### src/rtl/pwm_multi_channel.sv
// Multi-channel PWM generator sharing one N-bit timebase, edge- or center-aligned,
// with double-buffered period/duty/mode applied only at period boundaries.
module pwm_multi_channel #(
    parameter int N  = 8,
    parameter int CH = 4
) (
    input  logic            clk,
    input  logic            reset,
    input  logic            en,
    input  logic            cfg_wr,
    input  logic [N-1:0]    period,
    input  logic [CH*N-1:0] duty,
    input  logic            center,
    output logic            cfg_pending,
    output logic            period_start,
    output logic [CH-1:0]   pwm_out
);

    localparam logic [N-1:0] ONE = {{(N-1){1'b0}}, 1'b1};

    logic [N-1:0]    cnt_q, cnt_d;
    logic            dir_q, dir_d;          // 1 = counting down
    logic [N-1:0]    per_act_q;
    logic [CH*N-1:0] duty_act_q;
    logic            ctr_act_q;
    logic [N-1:0]    per_pend_q;
    logic [CH*N-1:0] duty_pend_q;
    logic            ctr_pend_q;
    logic            pend_q;
    logic            ps_q, ps_d;
    logic [CH-1:0]   pwm_q, pwm_d;
    logic            apply;

    always_comb begin
        cnt_d = '0;
        dir_d = 1'b0;
        if (en) begin
            if (!ctr_act_q || per_act_q == '0) begin
                cnt_d = (cnt_q >= per_act_q) ? '0 : cnt_q + ONE;
            end else if (!dir_q) begin
                if (cnt_q >= per_act_q) begin
                    cnt_d = per_act_q - ONE;
                    dir_d = 1'b1;
                end else begin
                    cnt_d = cnt_q + ONE;
                end
            end else begin
                cnt_d = cnt_q - ONE;
                dir_d = 1'b1;
            end
            if (cnt_d == '0) begin
                dir_d = 1'b0;
            end
        end
    end

    // With en low cnt_d is forced to 0, so this also covers the stopped case.
    assign apply = (cnt_d == '0);
    assign ps_d  = en & (cnt_q == '0);

    genvar gi;
    generate
        for (gi = 0; gi < CH; gi++) begin : g_cmp
            assign pwm_d[gi] = en & (cnt_q < duty_act_q[gi*N +: N]);
        end
    endgenerate

    always_ff @(posedge clk or negedge reset) begin
        if (!reset) begin
            cnt_q       <= '0;
            dir_q       <= 1'b0;
            per_act_q   <= '1;
            duty_act_q  <= '0;
            ctr_act_q   <= 1'b0;
            per_pend_q  <= '0;
            duty_pend_q <= '0;
            ctr_pend_q  <= 1'b0;
            pend_q      <= 1'b0;
            ps_q        <= 1'b0;
            pwm_q       <= '0;
        end else begin
            cnt_q <= cnt_d;
            dir_q <= dir_d;
            ps_q  <= ps_d;
            pwm_q <= pwm_d;
            if (apply && pend_q) begin
                per_act_q  <= per_pend_q;
                duty_act_q <= duty_pend_q;
                ctr_act_q  <= ctr_pend_q;
            end
            // A write on a boundary edge stays pending for the following boundary.
            if (cfg_wr) begin
                per_pend_q  <= period;
                duty_pend_q <= duty;
                ctr_pend_q  <= center;
                pend_q      <= 1'b1;
            end else if (apply) begin
                pend_q <= 1'b0;
            end
        end
    end

    assign cfg_pending  = pend_q;
    assign period_start = ps_q;
    assign pwm_out      = pwm_q;

endmodule
### config.mk
export PLATFORM = sky130hd
export DESIGN_NAME = pwm_multi_channel
export DESIGN_NICKNAME = d
export VERILOG_FILES = /design/src/rtl/pwm_multi_channel.sv
export SDC_FILE = /design/constraint.sdc
export NUM_CORES = 1
export LEC_CHECK = 0
export ABC_AREA = 1
export CAP_MARGIN = 20
export CORE_MARGIN = 1.5
export CORE_UTILIZATION = 50
export DETAILED_ROUTE_END_ITERATION = 8
export PLACE_DENSITY_LB_ADDON = 0.05
export SYNTH_ARGS = -nofsm -noshare
export SYNTH_HDL_FRONTEND = slang
export SYNTH_SLANG_ARGS = --single-unit
### constraint.sdc
create_clock -name clk -period 7.2 [get_ports clk]
set_clock_uncertainty 0.2 [all_clocks]
set_input_delay 1.08 -clock clk [delete_from_list [all_inputs] [get_ports clk]]
set_output_delay 1.08 -clock clk [all_outputs]
set_load 0.01 [all_outputs]
==> impl_metrics.csv <==
group,metric,value,unit
run_status,status,"completed",
logic_synthesis,avgSynthCellArea,8.05,um^2
clock_network,h-tree-depth,3,
timing,rsz0062_at_grt,"no",
clock_network,hold_buffers,0,
clock_network,numCtsBuffers,9,
logic_synthesis,ys_types,34,
timing,worst_hold_slack,278,ps
logic_synthesis,synth_most_common_cell,"nand2_1",
logic_synthesis,synth_area_leader_cell,"dfrtp_1",
timing,final.setup.tns,0,ps
power_and_ir_drop,power,0.00266,W
timing,worst_pin_slew,1010,ps
worst_setup_path,worstPathMaxFanout,44,
worst_setup_path,reg2regPathDepth,17,
clock_network,post_cts_buffers,0,
route,drtIter0Drc,147,
timing,setup_violations,0,
layout,postLayoutCoreUtil,58.8,%
min_path,min_path_type,"reg2reg",
worst_setup_path,r2r_start,"cnt_q[3]",
min_path,min_path_cells,2,
floorplan,core_area,10300,um^2
logic_synthesis,synth_flop_cell,"dfrtp_1",
route,first_pass_iters,4,
grt,grt_usage,21.4,%
clock_network,clk_pin_slew,100,ps
logic_synthesis,synth_top_area_share,42.0,%
route,avgViaCountPerCell,5.10,
place,post-place-ws,3080,ps
layout,area_delta_synth_final,14.4,%
min_path,min-delay-start,"duty_pend_q[3]",
layout,regArea,2440,um^2
place,dp_hpwl,7940,um
place,gp_congestion,0.900,
timing,max_freq,241,MHz
grt,grt_overflow,0,
grt,grt_pass1_vias,4084,
layout,num-nets-final,781,
timing,finalCritPeriodShare,57.6,%
timing,slew_viol_final,0,
place,numPortBuffers,50,
grt,antenna_found_initial,0,
floorplan,ios,51,
route,routed_wl,11200,um
layout,diodes,0,
layout,final_layout_size_suffix_gt1_share,6.14,%
route,wl_per_cell,13.4,um
clock_network,cts_tree,"built",
floorplan,die_height,106,um
timing,setup_slack,3050,ps
clock_network,clk_path_buf_depth,2,
route,drc,0,
layout,multiInputGateArea,2460,um^2
timing,min_period,4150,ps
logic_synthesis,syn-num-nets,745,
timing,timing_hold_violations_final,0,
worst_setup_path,r2r-end,"duty_act_q[6]",
power_and_ir_drop,ir_drop,0.253,mV
worst_setup_path,path_class,"reg2reg",
logic_synthesis,ys_seq_area_share,46.0,%
route,ant_nets,0,
grt,grt_pass1_wl,19300,um
run,max_cap_violations,0,
logic_synthesis,async_flop_share,100,%
floorplan,dieWidth,106,um
layout,fillCellCount,961,
power_and_ir_drop,leakagePower,3.25,nW
floorplan,dieArea,11200,um^2
logic_synthesis,synth_edf_count,0,
logic_synthesis,synth_area_leaders,"dfrtp_1 42%, nand2_1 19%, ha_1 9.7%, nand4_1 5.5%, inv_1 4.2%",
power_and_ir_drop,power.density,438,nW/um^2
min_path,worstHoldEndpoint,"duty_pend_q[3]",
worst_setup_path,crit_path_start_kind,"flip-flop",
logic_synthesis,synth_commonest_cells,"275 x nand2_1, 89 x dfrtp_1, 59 x inv_1, 47 x nand4_1, 41 x ha_1",
logic_synthesis,synthesis.area,5300,um^2
worst_setup_path,cp_data_required_time,7250,ps
floorplan,rows,37,
floorplan,start_util,51.4,%
logic_synthesis,ys_seq_elements,97,
worst_setup_path,end_kind,"flip-flop",
logic_synthesis,syn_inst,659,
worst_setup_path,r2r_setup_slack,3050,ps
clock_network,post_cts_resized,0,
clock_network,cts.sinks,97,
worst_setup_path,worstPathArrival,4190,ps
timing,relSlewSlack,32.8,%
clock_network,root_buffer,"clkbuf_8",
grt,grt_max_degree,57,
route,vias,4262,
clock_network,clk_latency,360,ps
logic_synthesis,yosys_warnings,0,
[metrics by stage]
stage | instance area [um^2] | cells
4_1_cts | 6050 | 835
3_3_place_gp | 5840 | 818
2_1_floorplan | 5300 | 659
6_report | 6070 | 836
5_1_grt | 6070 | 836
3_5_place_dp | 5860 | 819
[cell usage in the layout (no fill, tap or decap), types with 2 or more instances in the layout]
cell type and n:
nand2_1 275, dfrtp_1 89, inv_1 59, clkdlybuf4s50_1 49
nand4_1 47, ha_1 41, nand3_1 22, a21oi_1 21
nor2_1 14, clkbuf_8 10, xor2_1 8, dfstp_2 8
o21ai_0 7, inv_2 5, o21ai_1 5, a21boi_0 4
o211ai_1 4, buf_4 4, nor3_1 3, nor3b_1 3
nand2_2 2, nand3_4 2, clkinvlp_4 2, inv_6 2
[cell type report]
cell class | count | area share (%)
multi-input combinational | 467 | 40.6
sequential | 97 | 40.2
timing repair buffer | 55 | 9.28
inverter | 65 | 4.02
tap | 136 | 2.81
clock buffer | 10 | 2.27
clock inverter | 6 | 0.804
[worst max-delay path, cell delays in order, from the launching register on]
cell and delay [ps]:
dfrtp_1 730, ha_1 350, nand2_1 80, nand2_1 50, nor2_1 90, nand2_1 50
nand2_1 100, nand2_1 200, nand2_1 120, nand2_1 50, nand2_1 50, nand2_1 50
nand3_1 100, nand2_1 110, nor2_4 770, nand3_4 630, nand2_1 210, nand2_1 60
[registers in the layout (all words and copies together), names as in the netlist]
name          count
cfg_pending       1
cnt_q             8
ctr_act_q         1
ctr_pend_q        1
dir_q             1
duty_act_q       32
duty_pend_q      32
per_act_q         8
per_pend_q        8
period_start      1
pwm_out           4
[where the power goes]
| group | total, W | internal (W) | switching (W) |
|---|---|---|---|
| registers | 0.000884 | 0.000732 | 0.000152 |
| logic | 0.00144 | 0.000498 | 0.000943 |
| clock network | 0.000334 | 0.000139 | 0.000194 |
[how the worst max path moves through the flow]
stage                            start              to  slack, ps
after floorplan           per_act_q[3]  duty_act_q[10]       4670
after global placement              en  duty_act_q[14]       3210
after detailed placement            en   duty_act_q[9]       3080
after CTS                     cnt_q[3]   duty_act_q[9]       3080
after global routing          cnt_q[3]   duty_act_q[8]       2580
final                         cnt_q[3]   duty_act_q[6]       3050
[cells by family (layout without fill, tap and decap cells)]
| kind of cell | after synthesis | count (layout) | share of synthesized area, % |
|---|---|---|---|
| buf+inv | 95 | 136 | 7.55 |
| fa+ha+maj | 41 | 41 | 9.67 |
| compound gates | 44 | 44 | 4.67 |
| flops | 97 | 97 | 46.0 |
| xor+xnor | 8 | 8 | 1.32 |
| simple gates | 374 | 374 | 30.8 |
[layer usage]
layer / track usage (%) / part of all wire, %
met5: 0 / 0
met4: 7.14 / 0.87
met3: 2.58 / 3.1
met2: 33.3 / 46
met1: 31.2 / 50
No activity file was read; power rests on OpenSTA's default activity.
